File: src/rtl/ctrl_pipe_carrier_pkg.sv
// +----------------------------------------------------------------------------+
// | Package     : ctrl_pipe_pkg                                                 |
// | Description : Shared types for the ID/EX, EX/MEM and MEM/WB control          |
// |               carrier: per-stage control bundles, their bubble values and   |
// |               the forwarding-select encodings.                              |
// | Revision    : 1.0 - initial release                                         |
// +----------------------------------------------------------------------------+
`default_nettype none

package ctrl_pipe_pkg;

  // ALU operand source selects
  localparam logic [1:0] FWD_NONE  = 2'b00;  // operand from register file
  localparam logic [1:0] FWD_MEMWB = 2'b01;  // operand from MEM/WB result
  localparam logic [1:0] FWD_EXMEM = 2'b10;  // operand from EX/MEM result

  // Control consumed in EX (ALUOp is carried separately so its width
  // can follow the top-level parameter).
  typedef struct packed {
    logic alu_src;
    logic zero_ext;
  } ex_ctrl_t;

  // Control consumed in MEM
  typedef struct packed {
    logic branch;
    logic mem_write;
    logic mem_read;
  } mem_ctrl_t;

  // Control consumed in WB
  typedef struct packed {
    logic reg_write;
    logic mem_to_reg;
  } wb_ctrl_t;

  localparam ex_ctrl_t  EX_BUBBLE  = '0;
  localparam mem_ctrl_t MEM_BUBBLE = '0;
  localparam wb_ctrl_t  WB_BUBBLE  = '0;

endpackage

`default_nettype wire

File: src/rtl/ctrl_pipe_carrier_if.sv
// +----------------------------------------------------------------------------+
// | Interface   : ctrl_pipe_carrier_if                                          |
// | Description : Bundle between the ID-stage decoder/fetch side (master) and   |
// |               the pipeline control carrier (slave).                         |
// |               master -> slave : ID_* decoded control and register fields,   |
// |                                 Flush                                       |
// |               slave -> master : Stall, EX_*, MEM_*, WB_* stage control,     |
// |                                 ForwardA/ForwardB, InstrCount               |
// | Revision    : 1.0 - initial release                                         |
// +----------------------------------------------------------------------------+
`default_nettype none

interface ctrl_pipe_carrier_if #(
  parameter int ALUOP_W = 4,
  parameter int REG_W   = 5,
  parameter int CNT_W   = 16
);

  // ID-stage inputs
  logic               ID_Valid;
  logic               ID_RegWrite;
  logic               ID_RegDst;
  logic               ID_ALUSrc;
  logic               ID_Branch;
  logic               ID_MemWrite;
  logic               ID_MemRead;
  logic               ID_MemToReg;
  logic               ID_zeroExt;
  logic [ALUOP_W-1:0] ID_ALUOp;
  logic [REG_W-1:0]   ID_Rs;
  logic [REG_W-1:0]   ID_Rt;
  logic [REG_W-1:0]   ID_Rd;
  logic               Flush;

  // Carrier outputs
  logic               Stall;
  logic               EX_ALUSrc;
  logic               EX_zeroExt;
  logic [ALUOP_W-1:0] EX_ALUOp;
  logic [REG_W-1:0]   EX_Rs;
  logic [REG_W-1:0]   EX_Rt;
  logic [REG_W-1:0]   EX_Dst;
  logic               MEM_Branch;
  logic               MEM_MemWrite;
  logic               MEM_MemRead;
  logic [REG_W-1:0]   MEM_Dst;
  logic               WB_RegWrite;
  logic               WB_MemToReg;
  logic [REG_W-1:0]   WB_Dst;
  logic [1:0]         ForwardA;
  logic [1:0]         ForwardB;
  logic [CNT_W-1:0]   InstrCount;

  modport master (
    output ID_Valid, ID_RegWrite, ID_RegDst, ID_ALUSrc, ID_Branch,
           ID_MemWrite, ID_MemRead, ID_MemToReg, ID_zeroExt, ID_ALUOp,
           ID_Rs, ID_Rt, ID_Rd, Flush,
    input  Stall, EX_ALUSrc, EX_zeroExt, EX_ALUOp, EX_Rs, EX_Rt, EX_Dst,
           MEM_Branch, MEM_MemWrite, MEM_MemRead, MEM_Dst,
           WB_RegWrite, WB_MemToReg, WB_Dst, ForwardA, ForwardB, InstrCount
  );

  modport slave (
    input  ID_Valid, ID_RegWrite, ID_RegDst, ID_ALUSrc, ID_Branch,
           ID_MemWrite, ID_MemRead, ID_MemToReg, ID_zeroExt, ID_ALUOp,
           ID_Rs, ID_Rt, ID_Rd, Flush,
    output Stall, EX_ALUSrc, EX_zeroExt, EX_ALUOp, EX_Rs, EX_Rt, EX_Dst,
           MEM_Branch, MEM_MemWrite, MEM_MemRead, MEM_Dst,
           WB_RegWrite, WB_MemToReg, WB_Dst, ForwardA, ForwardB, InstrCount
  );

endinterface

`default_nettype wire

File: src/rtl/ctrl_pipe_carrier_hazard_fwd_unit.sv
// +----------------------------------------------------------------------------+
// | Module      : hazard_fwd_unit                                               |
// | Description : Combinational hazard detection and forwarding-select logic.   |
// |               Optional feature macro: CTRL_PIPE_FWD_EN                      |
// |                 defined   - EX/MEM and MEM/WB forwarding selects, only      |
// |                             load-use stalls                                 |
// |                 undefined - selects tied to FWD_NONE, any RAW on an ID/EX   |
// |                             or EX/MEM producer also stalls                  |
// | Ports       : id_*        ID-stage validity, sources and Rt-use qualifiers  |
// |               flush       branch taken (suppresses stall)                   |
// |               idex_*, exmem_*, memwb_*  stage register contents            |
// |               stall       hold PC and IF/ID, bubble into ID/EX              |
// |               forward_a/b ALU operand source selects                        |
// | Revision    : 1.0 - initial release                                         |
// +----------------------------------------------------------------------------+
`default_nettype none

module hazard_fwd_unit
  import ctrl_pipe_pkg::*;
#(
  parameter int REG_W = 5
) (
  input  logic             id_valid,
  input  logic [REG_W-1:0] id_rs,
  input  logic [REG_W-1:0] id_rt,
  input  logic             id_reg_dst,
  input  logic             id_mem_write,
  input  logic             flush,
  input  logic             idex_valid,
  input  logic             idex_mem_read,
  input  logic             idex_reg_write,
  input  logic [REG_W-1:0] idex_dst,
  input  logic [REG_W-1:0] idex_rs,
  input  logic [REG_W-1:0] idex_rt,
  input  logic             exmem_valid,
  input  logic             exmem_reg_write,
  input  logic [REG_W-1:0] exmem_dst,
  input  logic             memwb_valid,
  input  logic             memwb_reg_write,
  input  logic [REG_W-1:0] memwb_dst,
  output logic             stall,
  output logic [1:0]       forward_a,
  output logic [1:0]       forward_b
);

  // Does a producer destination collide with a source the ID instruction
  // actually reads?  Rt is a source only for R-type and stores; $0 never
  // collides because it is hard-wired.
  function automatic logic src_hit(
    input logic [REG_W-1:0] dst,
    input logic [REG_W-1:0] rs,
    input logic [REG_W-1:0] rt,
    input logic             rt_used
  );
    return (dst != '0) && ((dst == rs) || (rt_used && (dst == rt)));
  endfunction

  logic rt_used;
  logic load_use;
  logic hazard;

  assign rt_used  = id_reg_dst | id_mem_write;
  assign load_use = id_valid & idex_valid & idex_mem_read &
                    src_hit(idex_dst, id_rs, id_rt, rt_used);

`ifdef CTRL_PIPE_FWD_EN

  logic unused_fwd_en;
  assign unused_fwd_en = idex_reg_write;

  assign hazard = load_use;

  // EX/MEM holds the younger result, so it wins over MEM/WB.
  always_comb begin
    forward_a = FWD_NONE;
    if (exmem_valid && exmem_reg_write && (exmem_dst != '0) && (exmem_dst == idex_rs))
      forward_a = FWD_EXMEM;
    else if (memwb_valid && memwb_reg_write && (memwb_dst != '0) && (memwb_dst == idex_rs))
      forward_a = FWD_MEMWB;
  end

  always_comb begin
    forward_b = FWD_NONE;
    if (exmem_valid && exmem_reg_write && (exmem_dst != '0) && (exmem_dst == idex_rt))
      forward_b = FWD_EXMEM;
    else if (memwb_valid && memwb_reg_write && (memwb_dst != '0) && (memwb_dst == idex_rt))
      forward_b = FWD_MEMWB;
  end

`else

  logic unused_no_fwd;
  assign unused_no_fwd = ^{idex_rs, idex_rt, memwb_valid, memwb_reg_write, memwb_dst};

  // Without forwarding, the consumer waits until the producer sits in WB,
  // where the split-phase register file delivers the value directly.
  logic raw;
  assign raw = id_valid &
               ((idex_valid  & idex_reg_write  & src_hit(idex_dst,  id_rs, id_rt, rt_used)) |
                (exmem_valid & exmem_reg_write & src_hit(exmem_dst, id_rs, id_rt, rt_used)));

  assign hazard    = load_use | raw;
  assign forward_a = FWD_NONE;
  assign forward_b = FWD_NONE;

`endif

  // A taken branch discards the waiting instruction anyway.
  assign stall = hazard & ~flush;

endmodule

`default_nettype wire

File: src/rtl/ctrl_pipe_carrier.sv
// +----------------------------------------------------------------------------+
// | Module      : ctrl_pipe_carrier                                             |
// | Description : Receives the decoded ID-stage control bundle and carries it   |
// |               through the ID/EX, EX/MEM and MEM/WB registers, inserting     |
// |               bubbles for stalls and branch flushes, and counts retired     |
// |               instructions.                                                 |
// |               Optional feature macro: CTRL_PIPE_FWD_EN (forwarding selects) |
// | Ports       : Clk  - clock, rising edge                                     |
// |               Rst  - synchronous active-high reset                          |
// |               bus  - ctrl_pipe_carrier_if.slave: ID_* and Flush in;         |
// |                      Stall, EX_*, MEM_*, WB_*, ForwardA/B, InstrCount out   |
// | Revision    : 1.0 - initial release                                         |
// +----------------------------------------------------------------------------+
`default_nettype none

module ctrl_pipe_carrier
  import ctrl_pipe_pkg::*;
#(
  parameter int ALUOP_W = 4,
  parameter int REG_W   = 5,
  parameter int CNT_W   = 16
) (
  input  logic                 Clk,
  input  logic                 Rst,
  ctrl_pipe_carrier_if.slave   bus
);

  localparam logic [CNT_W-1:0] CNT_ONE = {{(CNT_W-1){1'b0}}, 1'b1};

  // ID/EX
  logic               idex_valid;
  ex_ctrl_t           idex_ex;
  mem_ctrl_t          idex_mem;
  wb_ctrl_t           idex_wb;
  logic [ALUOP_W-1:0] idex_aluop;
  logic [REG_W-1:0]   idex_rs;
  logic [REG_W-1:0]   idex_rt;
  logic [REG_W-1:0]   idex_dst;

  // EX/MEM
  logic               exmem_valid;
  mem_ctrl_t          exmem_mem;
  wb_ctrl_t           exmem_wb;
  logic [REG_W-1:0]   exmem_dst;

  // MEM/WB
  logic               memwb_valid;
  wb_ctrl_t           memwb_wb;
  logic [REG_W-1:0]   memwb_dst;

  logic [CNT_W-1:0]   instr_count;

  logic               stall;
  logic [1:0]         forward_a;
  logic [1:0]         forward_b;

  hazard_fwd_unit #(
    .REG_W (REG_W)
  ) u_hazard_fwd_unit (
    .id_valid        (bus.ID_Valid),
    .id_rs           (bus.ID_Rs),
    .id_rt           (bus.ID_Rt),
    .id_reg_dst      (bus.ID_RegDst),
    .id_mem_write    (bus.ID_MemWrite),
    .flush           (bus.Flush),
    .idex_valid      (idex_valid),
    .idex_mem_read   (idex_mem.mem_read),
    .idex_reg_write  (idex_wb.reg_write),
    .idex_dst        (idex_dst),
    .idex_rs         (idex_rs),
    .idex_rt         (idex_rt),
    .exmem_valid     (exmem_valid),
    .exmem_reg_write (exmem_wb.reg_write),
    .exmem_dst       (exmem_dst),
    .memwb_valid     (memwb_valid),
    .memwb_reg_write (memwb_wb.reg_write),
    .memwb_dst       (memwb_dst),
    .stall           (stall),
    .forward_a       (forward_a),
    .forward_b       (forward_b)
  );

  always_ff @(posedge Clk) begin
    if (Rst) begin
      idex_valid  <= 1'b0;
      idex_ex     <= EX_BUBBLE;
      idex_mem    <= MEM_BUBBLE;
      idex_wb     <= WB_BUBBLE;
      idex_aluop  <= '0;
      idex_rs     <= '0;
      idex_rt     <= '0;
      idex_dst    <= '0;
      exmem_valid <= 1'b0;
      exmem_mem   <= MEM_BUBBLE;
      exmem_wb    <= WB_BUBBLE;
      exmem_dst   <= '0;
      memwb_valid <= 1'b0;
      memwb_wb    <= WB_BUBBLE;
      memwb_dst   <= '0;
      instr_count <= '0;
    end else begin
      // ID/EX: an empty ID slot, a stall and a flush all become a bubble.
      if (bus.Flush || stall || !bus.ID_Valid) begin
        idex_valid <= 1'b0;
        idex_ex    <= EX_BUBBLE;
        idex_mem   <= MEM_BUBBLE;
        idex_wb    <= WB_BUBBLE;
        idex_aluop <= '0;
        idex_rs    <= '0;
        idex_rt    <= '0;
        idex_dst   <= '0;
      end else begin
        idex_valid <= 1'b1;
        idex_ex    <= '{alu_src: bus.ID_ALUSrc, zero_ext: bus.ID_zeroExt};
        idex_mem   <= '{branch: bus.ID_Branch, mem_write: bus.ID_MemWrite,
                        mem_read: bus.ID_MemRead};
        idex_wb    <= '{reg_write: bus.ID_RegWrite, mem_to_reg: bus.ID_MemToReg};
        idex_aluop <= bus.ID_ALUOp;
        idex_rs    <= bus.ID_Rs;
        idex_rt    <= bus.ID_Rt;
        idex_dst   <= bus.ID_RegDst ? bus.ID_Rd : bus.ID_Rt;
      end

      // EX/MEM: the instruction in EX is younger than the branch in MEM.
      if (bus.Flush) begin
        exmem_valid <= 1'b0;
        exmem_mem   <= MEM_BUBBLE;
        exmem_wb    <= WB_BUBBLE;
        exmem_dst   <= '0;
      end else begin
        exmem_valid <= idex_valid;
        exmem_mem   <= idex_mem;
        exmem_wb    <= idex_wb;
        exmem_dst   <= idex_dst;
      end

      memwb_valid <= exmem_valid;
      memwb_wb    <= exmem_wb;
      memwb_dst   <= exmem_dst;

      if (memwb_valid)
        instr_count <= instr_count + CNT_ONE;
    end
  end

  assign bus.Stall        = stall;
  assign bus.ForwardA     = forward_a;
  assign bus.ForwardB     = forward_b;
  assign bus.EX_ALUSrc    = idex_ex.alu_src;
  assign bus.EX_zeroExt   = idex_ex.zero_ext;
  assign bus.EX_ALUOp     = idex_aluop;
  assign bus.EX_Rs        = idex_rs;
  assign bus.EX_Rt        = idex_rt;
  assign bus.EX_Dst       = idex_dst;
  assign bus.MEM_Branch   = exmem_mem.branch;
  assign bus.MEM_MemWrite = exmem_mem.mem_write;
  assign bus.MEM_MemRead  = exmem_mem.mem_read;
  assign bus.MEM_Dst      = exmem_dst;
  assign bus.WB_RegWrite  = memwb_wb.reg_write;
  assign bus.WB_MemToReg  = memwb_wb.mem_to_reg;
  assign bus.WB_Dst       = memwb_dst;
  assign bus.InstrCount   = instr_count;

endmodule

`default_nettype wire
File: src/flat_wrapper.sv
// flat-port wrapper written by rule: the top's interface ports become plain ports
module ctrl_pipe_carrier_flat import ctrl_pipe_pkg::*;
#(
  parameter int ALUOP_W = 4,
  parameter int REG_W   = 5,
  parameter int CNT_W   = 16
)
  (Clk, Rst, bus_ID_Valid, bus_ID_RegWrite, bus_ID_RegDst, bus_ID_ALUSrc, bus_ID_Branch, bus_ID_MemWrite, bus_ID_MemRead, bus_ID_MemToReg, bus_ID_zeroExt, bus_ID_ALUOp, bus_ID_Rs, bus_ID_Rt, bus_ID_Rd, bus_Flush, bus_Stall, bus_EX_ALUSrc, bus_EX_zeroExt, bus_EX_ALUOp, bus_EX_Rs, bus_EX_Rt, bus_EX_Dst, bus_MEM_Branch, bus_MEM_MemWrite, bus_MEM_MemRead, bus_MEM_Dst, bus_WB_RegWrite, bus_WB_MemToReg, bus_WB_Dst, bus_ForwardA, bus_ForwardB, bus_InstrCount);
  ctrl_pipe_carrier_if #(.ALUOP_W(ALUOP_W), .REG_W(REG_W), .CNT_W(CNT_W)) bus_i ();
  input  logic Clk;
  input  logic Rst;
  input wire logic [$bits(bus_i.ID_Valid)-1:0] bus_ID_Valid;
  input wire logic [$bits(bus_i.ID_RegWrite)-1:0] bus_ID_RegWrite;
  input wire logic [$bits(bus_i.ID_RegDst)-1:0] bus_ID_RegDst;
  input wire logic [$bits(bus_i.ID_ALUSrc)-1:0] bus_ID_ALUSrc;
  input wire logic [$bits(bus_i.ID_Branch)-1:0] bus_ID_Branch;
  input wire logic [$bits(bus_i.ID_MemWrite)-1:0] bus_ID_MemWrite;
  input wire logic [$bits(bus_i.ID_MemRead)-1:0] bus_ID_MemRead;
  input wire logic [$bits(bus_i.ID_MemToReg)-1:0] bus_ID_MemToReg;
  input wire logic [$bits(bus_i.ID_zeroExt)-1:0] bus_ID_zeroExt;
  input wire logic [$bits(bus_i.ID_ALUOp)-1:0] bus_ID_ALUOp;
  input wire logic [$bits(bus_i.ID_Rs)-1:0] bus_ID_Rs;
  input wire logic [$bits(bus_i.ID_Rt)-1:0] bus_ID_Rt;
  input wire logic [$bits(bus_i.ID_Rd)-1:0] bus_ID_Rd;
  input wire logic [$bits(bus_i.Flush)-1:0] bus_Flush;
  output wire logic [$bits(bus_i.Stall)-1:0] bus_Stall;
  output wire logic [$bits(bus_i.EX_ALUSrc)-1:0] bus_EX_ALUSrc;
  output wire logic [$bits(bus_i.EX_zeroExt)-1:0] bus_EX_zeroExt;
  output wire logic [$bits(bus_i.EX_ALUOp)-1:0] bus_EX_ALUOp;
  output wire logic [$bits(bus_i.EX_Rs)-1:0] bus_EX_Rs;
  output wire logic [$bits(bus_i.EX_Rt)-1:0] bus_EX_Rt;
  output wire logic [$bits(bus_i.EX_Dst)-1:0] bus_EX_Dst;
  output wire logic [$bits(bus_i.MEM_Branch)-1:0] bus_MEM_Branch;
  output wire logic [$bits(bus_i.MEM_MemWrite)-1:0] bus_MEM_MemWrite;
  output wire logic [$bits(bus_i.MEM_MemRead)-1:0] bus_MEM_MemRead;
  output wire logic [$bits(bus_i.MEM_Dst)-1:0] bus_MEM_Dst;
  output wire logic [$bits(bus_i.WB_RegWrite)-1:0] bus_WB_RegWrite;
  output wire logic [$bits(bus_i.WB_MemToReg)-1:0] bus_WB_MemToReg;
  output wire logic [$bits(bus_i.WB_Dst)-1:0] bus_WB_Dst;
  output wire logic [$bits(bus_i.ForwardA)-1:0] bus_ForwardA;
  output wire logic [$bits(bus_i.ForwardB)-1:0] bus_ForwardB;
  output wire logic [$bits(bus_i.InstrCount)-1:0] bus_InstrCount;
  assign bus_i.ID_Valid = bus_ID_Valid;
  assign bus_i.ID_RegWrite = bus_ID_RegWrite;
  assign bus_i.ID_RegDst = bus_ID_RegDst;
  assign bus_i.ID_ALUSrc = bus_ID_ALUSrc;
  assign bus_i.ID_Branch = bus_ID_Branch;
  assign bus_i.ID_MemWrite = bus_ID_MemWrite;
  assign bus_i.ID_MemRead = bus_ID_MemRead;
  assign bus_i.ID_MemToReg = bus_ID_MemToReg;
  assign bus_i.ID_zeroExt = bus_ID_zeroExt;
  assign bus_i.ID_ALUOp = bus_ID_ALUOp;
  assign bus_i.ID_Rs = bus_ID_Rs;
  assign bus_i.ID_Rt = bus_ID_Rt;
  assign bus_i.ID_Rd = bus_ID_Rd;
  assign bus_i.Flush = bus_Flush;
  assign bus_Stall = bus_i.Stall;
  assign bus_EX_ALUSrc = bus_i.EX_ALUSrc;
  assign bus_EX_zeroExt = bus_i.EX_zeroExt;
  assign bus_EX_ALUOp = bus_i.EX_ALUOp;
  assign bus_EX_Rs = bus_i.EX_Rs;
  assign bus_EX_Rt = bus_i.EX_Rt;
  assign bus_EX_Dst = bus_i.EX_Dst;
  assign bus_MEM_Branch = bus_i.MEM_Branch;
  assign bus_MEM_MemWrite = bus_i.MEM_MemWrite;
  assign bus_MEM_MemRead = bus_i.MEM_MemRead;
  assign bus_MEM_Dst = bus_i.MEM_Dst;
  assign bus_WB_RegWrite = bus_i.WB_RegWrite;
  assign bus_WB_MemToReg = bus_i.WB_MemToReg;
  assign bus_WB_Dst = bus_i.WB_Dst;
  assign bus_ForwardA = bus_i.ForwardA;
  assign bus_ForwardB = bus_i.ForwardB;
  assign bus_InstrCount = bus_i.InstrCount;
  ctrl_pipe_carrier #(.ALUOP_W(ALUOP_W), .REG_W(REG_W), .CNT_W(CNT_W)) u_core (.Clk(Clk), .Rst(Rst), .bus(bus_i));
endmodule
File: config.mk
export PLATFORM = sky130hd
export DESIGN_NAME = ctrl_pipe_carrier_flat
export DESIGN_NICKNAME = d
export VERILOG_FILES = /design/src/rtl/ctrl_pipe_carrier_pkg.sv /design/src/rtl/ctrl_pipe_carrier_if.sv /design/src/rtl/ctrl_pipe_carrier_hazard_fwd_unit.sv /design/src/rtl/ctrl_pipe_carrier.sv /design/src/flat_wrapper.sv
export SDC_FILE = /design/constraint.sdc
export NUM_CORES = 1
export LEC_CHECK = 0
export BUFFER_PORTS_ARGS = -buffer_cell sky130_fd_sc_hd__buf_2
export CAP_MARGIN = 20
export CORE_AREA = 3 3 72 74
export CTS_CLUSTER_DIAMETER = 150
export DETAILED_ROUTE_END_ITERATION = 16
export DIE_AREA = 0 0 75 77
export GPL_TIMING_DRIVEN = 0
export PLACE_DENSITY = 0.92
export REMOVE_ABC_BUFFERS = 1
export SLEW_MARGIN = 10
export SYNTH_ARGS = -nofsm -noshare
export SYNTH_HDL_FRONTEND = slang
export SYNTH_SLANG_ARGS = --single-unit
File: constraint.sdc
create_clock -name Clk -period 3.15 [get_ports Clk]
set_input_delay 0.1575 -clock Clk [delete_from_list [all_inputs] [get_ports Clk]]
set_output_delay 0.1575 -clock Clk [all_outputs]
set_load 0.02 [all_outputs]
After elaboration in Yosys (flattened, before gate mapping):

Index checks and enable logic that the tools add are counted.

* flip-flop bits (word level): 62
* input port bits: 31
* output and inout bits: 57

* add/subtract/negate cells: 1
* eq/ne operators: 4
* mux-type cells: 2
* bitwise gates (word level): 13
* reduce and logical (&&, ||, !) cells: 13

Operators by type and width (number)
* equality test 5 bit: 4
* adder 16 x 1 -> 16 bit, second input constant: 1
* nonzero test 5 bit: 2
* bitwise AND 1 bit: 9
* 2-to-1 mux 5 bit: 1
* logical AND 1 bit: 4
* logical OR 1 bit: 4
* OR reduction 2 bit: 2
* bitwise OR 1 bit: 3
* logical NOT 1 bit: 1
* 2-to-1 mux 1 bit: 1
* inverter 1 bit: 1

Depth between registers and ports, before layout:

* depth after elaboration: 12
* mapped depth: 6
* mapped depth without buffers: 5

By module:

From an unflattened synthesis, not the netlist that was laid out.

* cells, all modules: 231
* area total of the unflattened synthesis: 2329.7 sq um

By module, submodules not included
* ctrl_pipe_carrier: times used 1, cells each 188, area each 2015.7 sq um, seq. area each 1241.2 sq um
* hazard_fwd_unit: times used 1, cells each 43, area each 314.1 sq um, seq. area each 0.0 sq um

Worst setup path before layout:

OpenSTA, ideal clock, no wires.

* path type: register to output
* start point: register u_core.idex_dst[1], in the netlist u_core.bus.EX_Dst[1]
* end point: output port bus_Stall
* arrival: 1.749 ns
* data required time: 2.992 ns
* slack: 1.243 ns
* stages on the path, launching flop included: 6
* path buffers: 0
* cell sequence: dfxtp_1 xnor2_1 nand4_1 o32a_1 o22ai_1 and3b_1

* word-level cells in the longest chain between the ends: 9
* elaborated cells on any way between the ends: 12
* those cells by class: eq/ne (2); bitwise (6); reduce/logical (4)

RTL lines
* start, declared: RTL line ctrl_pipe_carrier.sv:38 `logic [REG_W-1:0] idex_dst;`
* start signal, assigned: RTL line ctrl_pipe_carrier.sv:121 `idex_dst <= bus.ID_RegDst ? bus.ID_Rd : bus.ID_Rt;`
* equality test 5 bit: RTL line ctrl_pipe_carrier_hazard_fwd_unit.sv:55 `return (dst != '0) && ((dst == rs) || (rt_used && (dst == rt)));`
* logical AND 1 bit: RTL line ctrl_pipe_carrier_hazard_fwd_unit.sv:55
* logical OR 1 bit: RTL line ctrl_pipe_carrier_hazard_fwd_unit.sv:55
* logical AND 1 bit (*): RTL line ctrl_pipe_carrier_hazard_fwd_unit.sv:55
* bitwise AND 1 bit: RTL line ctrl_pipe_carrier_hazard_fwd_unit.sv:99 `((idex_valid & idex_reg_write & src_hit(idex_dst, id_rs, id_rt, rt_used)) |`
* bitwise OR 1 bit: RTL line ctrl_pipe_carrier_hazard_fwd_unit.sv:99
* bitwise AND 1 bit: RTL line ctrl_pipe_carrier_hazard_fwd_unit.sv:98 `assign raw = id_valid &`
* bitwise OR 1 bit (*): RTL line ctrl_pipe_carrier_hazard_fwd_unit.sv:102 `assign hazard = load_use | raw;`
* bitwise AND 1 bit (*): RTL line ctrl_pipe_carrier_hazard_fwd_unit.sv:109 `assign stall = hazard & ~flush;`
* end, declared: RTL line flat_wrapper.sv:26 `output wire logic [$bits(bus_i.Stall)-1:0] bus_Stall;`

Mark *: on every way between the ends. The rest lies on a longest branch, timed or not.

Worst setup path after layout:

* start point: register u_core.exmem_dst[0], in the netlist u_core.bus.MEM_Dst[0]
* end point: output port bus_Stall

* word-level cells in the longest chain between the ends: 9
* elaborated cells on any way between the ends: 11
* those cells by class: eq/ne (2); bitwise (5); reduce/logical (4)

RTL lines
* start, declared: RTL line ctrl_pipe_carrier.sv:44 `logic [REG_W-1:0] exmem_dst;`
* start signal, assigned: RTL line ctrl_pipe_carrier.sv:134 `exmem_dst <= idex_dst;`
* equality test 5 bit: RTL line ctrl_pipe_carrier_hazard_fwd_unit.sv:55
* logical AND 1 bit: RTL line ctrl_pipe_carrier_hazard_fwd_unit.sv:55
* logical OR 1 bit: RTL line ctrl_pipe_carrier_hazard_fwd_unit.sv:55
* logical AND 1 bit (*): RTL line ctrl_pipe_carrier_hazard_fwd_unit.sv:55
* bitwise AND 1 bit (*): RTL line ctrl_pipe_carrier_hazard_fwd_unit.sv:100 `(exmem_valid & exmem_reg_write & src_hit(exmem_dst, id_rs, id_rt, rt_used)));`
* bitwise OR 1 bit (*): RTL line ctrl_pipe_carrier_hazard_fwd_unit.sv:99
* bitwise AND 1 bit (*): RTL line ctrl_pipe_carrier_hazard_fwd_unit.sv:98
* bitwise OR 1 bit (*): RTL line ctrl_pipe_carrier_hazard_fwd_unit.sv:102
* bitwise AND 1 bit (*): RTL line ctrl_pipe_carrier_hazard_fwd_unit.sv:109

Marks and branches as above.

==> impl_metrics.toml <==
[cts]
cts_buffers = 9
resize_count_post_cts = 0
htree_levels = 3
worst_skew_pair_latency_ps = 330
post_cts_buffers = 0
cts.sink_count = 62
cts-root-buf = "sky130_fd_sc_hd__clkbuf_8"
cts.clk_slew.worst_paths_ps = 70
postCtsHoldBufs = 0
deepest_clock_path_buffer_count = 2
tritoncts_clock_tree = "built"

[place]
place.detailed.hpwl_um = 3533
post_dp_cell_area_um2 = 2760
io_buffer_count = 83
place_congestion = 0.8233

[global_routing]
grt_antenna_before_repair = 0
grt_max_degree = 26
grt_pass1_vias = 1743
grt_first_pass_wirelength_um = 7852
grt-ovfl-total = 0
global_route.usage.total_pct = 17.89

[final_layout]
antenna-diode-count = 0
final_layout_size_suffix_gt1_share_pct = 38.59
area.growth.synth_to_final_pct = 27.76
num-nets-final = 338
stdcell_area_um2 = 2983
mostFrequentLayoutCell = "sky130_fd_sc_hd__buf_2"
most-common-layout-cells = "sky130_fd_sc_hd__buf_2 (83), sky130_fd_sc_hd__dfxtp_1 (62), sky130_fd_sc_hd__xnor2_1 (22), sky130_fd_sc_hd__nor2_1 (21), sky130_fd_sc_hd__and2_1 (16)"

[timing]
worst_clock_skew_ps = 6.826
timing.setup.tns_ps = 0
post-route-min-period_ps = 2336
final_hold_viol_count = 0
setup_viol = 0
final_worst_path_period_share_pct = 74.14
timing.slew.headroom_pct = 59.41
unrepaired_setup_endpoints_after_global_routing = "no"
tightestPinTransition_ps = 606.7
final-max-slew-violation-count = 0
timing.fmax_mhz = 428.2

[floorplan]
die_x_um = 75
dieArea_um2 = 5775
die_boundary_height_um = 77
ios = 88
floorplan.initialDensity_pct = 50.09
core_area_um2 = 4661
placement_row_count = 25

[worst_setup_path]
worst_r2r_startpoint = "u_core.bus.EX_Dst[1]"
regToRegEndpoint = "u_core.bus.EX_Rs[1]"
path_max_fanout = 6
crit_path_top_delay_cell = "sky130_fd_sc_hd__dfxtp_1"
length_in_cells_of_the_worst_reg_to_reg_path = 4
timing.critical_path.cells = "xnor2_1 > nand4_1 > o32a_1 > o22ai_1 > and3b_1 > buf_2"
reg2reg_setup_slack_ps = 1380
cp-start-kind = "register"
worstSetupPathType = "reg2out"
arrival_ps = 2180
critical-path-max-stage-delay_ps = 460
cp_data_required_time_ps = 2990
end_kind = "output port"

[drt]
postRouteAntennaNets = 0
number_of_iterations_in_the_first_detailed_routing_pass = 4
first_iter_violations = 70
routed_wire_length_per_instance_um = 12.84
postRouteWirelength_um = 4686
route.vias.total = 1755
remaining_drc_errors = 0
vias_per_cell = 4.808

[logic_synthesis]
post_synth_inst_count = 219
synth.distinct_cells = 31
register_bit_count_reported_by_yosys = 62
yosys_warnings = 0
synth_area_per_cell_um2 = 10.66
syn-cell-area_um2 = 2335
synth_sequential_area_ratio_pct = 53.16

[min_path]
hold_end = "u_core.bus.EX_ALUOp[1]"
holdPathStages = 2
hold_class = "in2reg"
min_from = "bus_ID_ALUOp[1]"

[run_status]
status = "finished, final reports clean"

[power_and_ir_drop]
p_per_area_nw_per_um2 = 560.9
p_leak_nw = 1.399
peakVddDrop_uv = 403.9

[flow_run]
drv.max_cap_violation_count = 0
[critical path, delay by kind of cell (launching register included)]
family          cells  cell delay (ps)
compound gates      2              740
flops               1              460
simple gates        2              330
xor+xnor            1              160
buf+inv             1              160
[kinds of logic (layout without fill, tap and decap cells)]
logic type | count (synthesis) | after routing | synth area share [%]
simple gates | 97 | 97 | 24.17
fa+ha+maj | 1 | 1 | 0.5358
other cells | 1 | 4 | 0.1606
mux | 6 | 6 | 2.572
buf+inv | 11 | 100 | 3.108
flops | 62 | 62 | 53.16
compound gates | 6 | 6 | 3.162
xor+xnor | 35 | 35 | 13.13
[cells in the mapped netlist (all sizes together)]
cell	instances	area, µm²
conb	1	3.750
or2	1	6.260
nand4	5	31.28
o22ai	1	6.260
o221ai	1	15.01
nor2	21	78.83
xnor2	22	192.7
nand3	8	40.04
o211ai	1	12.51
mux2i	6	60.06
and3	3	18.77
or4	2	15.01
ha	1	12.51
and2	33	245.2
xor2	13	113.9
nor2b	8	50.05
nor4	1	6.260
dfxtp	62	1241
nand2	8	30.03
o221a	1	20.02
and3b	1	8.760
inv	1	3.750
clkbuf	4	16.26
buf	6	52.55
or3b	1	8.760
nor3	5	25.02
o32a	2	20.02
[flip-flops by register name, summed over array words and instances, names as in the netlist]
name                     flops
u_core.bus.MEM_MemWrite      1
u_core.bus.EX_zeroExt        1
u_core.bus.MEM_MemRead       1
u_core.bus.WB_MemToReg       1
u_core.bus.EX_Dst            5
u_core.bus.MEM_Dst           5
u_core.bus.EX_ALUOp          4
u_core.idex_mem              3
u_core.bus.MEM_Branch        1
u_core.exmem_wb              2
u_core.bus.WB_RegWrite       1
u_core.exmem_valid           1
u_core.bus.EX_ALUSrc         1
u_core.idex_valid            1
u_core.bus.EX_Rt             5
u_core.idex_wb               2
u_core.bus.WB_Dst            5
u_core.bus.EX_Rs             5
u_core.bus.InstrCount       16
u_core.memwb_valid           1
[per-layer routing]
metal / vias up / track usage [%] / wire (µm)
li1: 883 / - / -
met4: 0 / 9.253 / 142
met1: 781 / 21.10 / 1988
met2: 77 / 28.48 / 2214
met5: - / 0 / 0
met3: 14 / 5.505 / 340
[stage by stage]
stage          cells  utilization, %  hold slack [ps]  power (mW)  setup slack, ps
2_1_floorplan    212               -            229.1      0.8759             1243
3_3_place_gp     349           59.22            373.9      0.9212             1189
3_5_place_dp     349           59.22            375.4      0.9242             1170
4_1_cts          365           64.00            17.71       1.686            785.3
5_1_grt          365           64.00            21.34       1.736            674.2
6_report         365           64.00            30.72       1.673            814.5
[power by group]
group / switching [mW] / total [mW] / leakage [nW] / internal (mW)
logic: 0.0563 / 0.103 / 0.789 / 0.0469
registers: 0.00686 / 0.803 / 0.502 / 0.796
clock network: 0.304 / 0.767 / 0.108 / 0.464
total: 0.367 / 1.67 / 1.40 / 1.31
[how the worst max path moves through the flow]
stage / startpoint / to / slack [ps] / cells past startpoint
after floorplan: u_core.bus.EX_Dst[1] / bus_Stall / 1240 / 5
after global placement: u_core.bus.MEM_Dst[0] / bus_Stall / 1190 / 6
after detailed placement: u_core.bus.MEM_Dst[0] / bus_Stall / 1170 / 6
after CTS: u_core.bus.MEM_Dst[0] / bus_Stall / 790 / 6
after global routing: u_core.bus.MEM_Dst[0] / bus_Stall / 670 / 6
final: u_core.bus.MEM_Dst[0] / bus_Stall / 810 / 6
[layout make-up]
type | count | area [µm²]
tap | 54 | 67.56
clock buffer | 10 | 137.6
inverter | 1 | 3.754
timing repair buffer | 83 | 415.4
clock inverter | 6 | 85.08
sequential | 62 | 1241
fill | 368 | 1678
multi-input combinational | 149 | 1032
(Power assumes the default switching activity.)
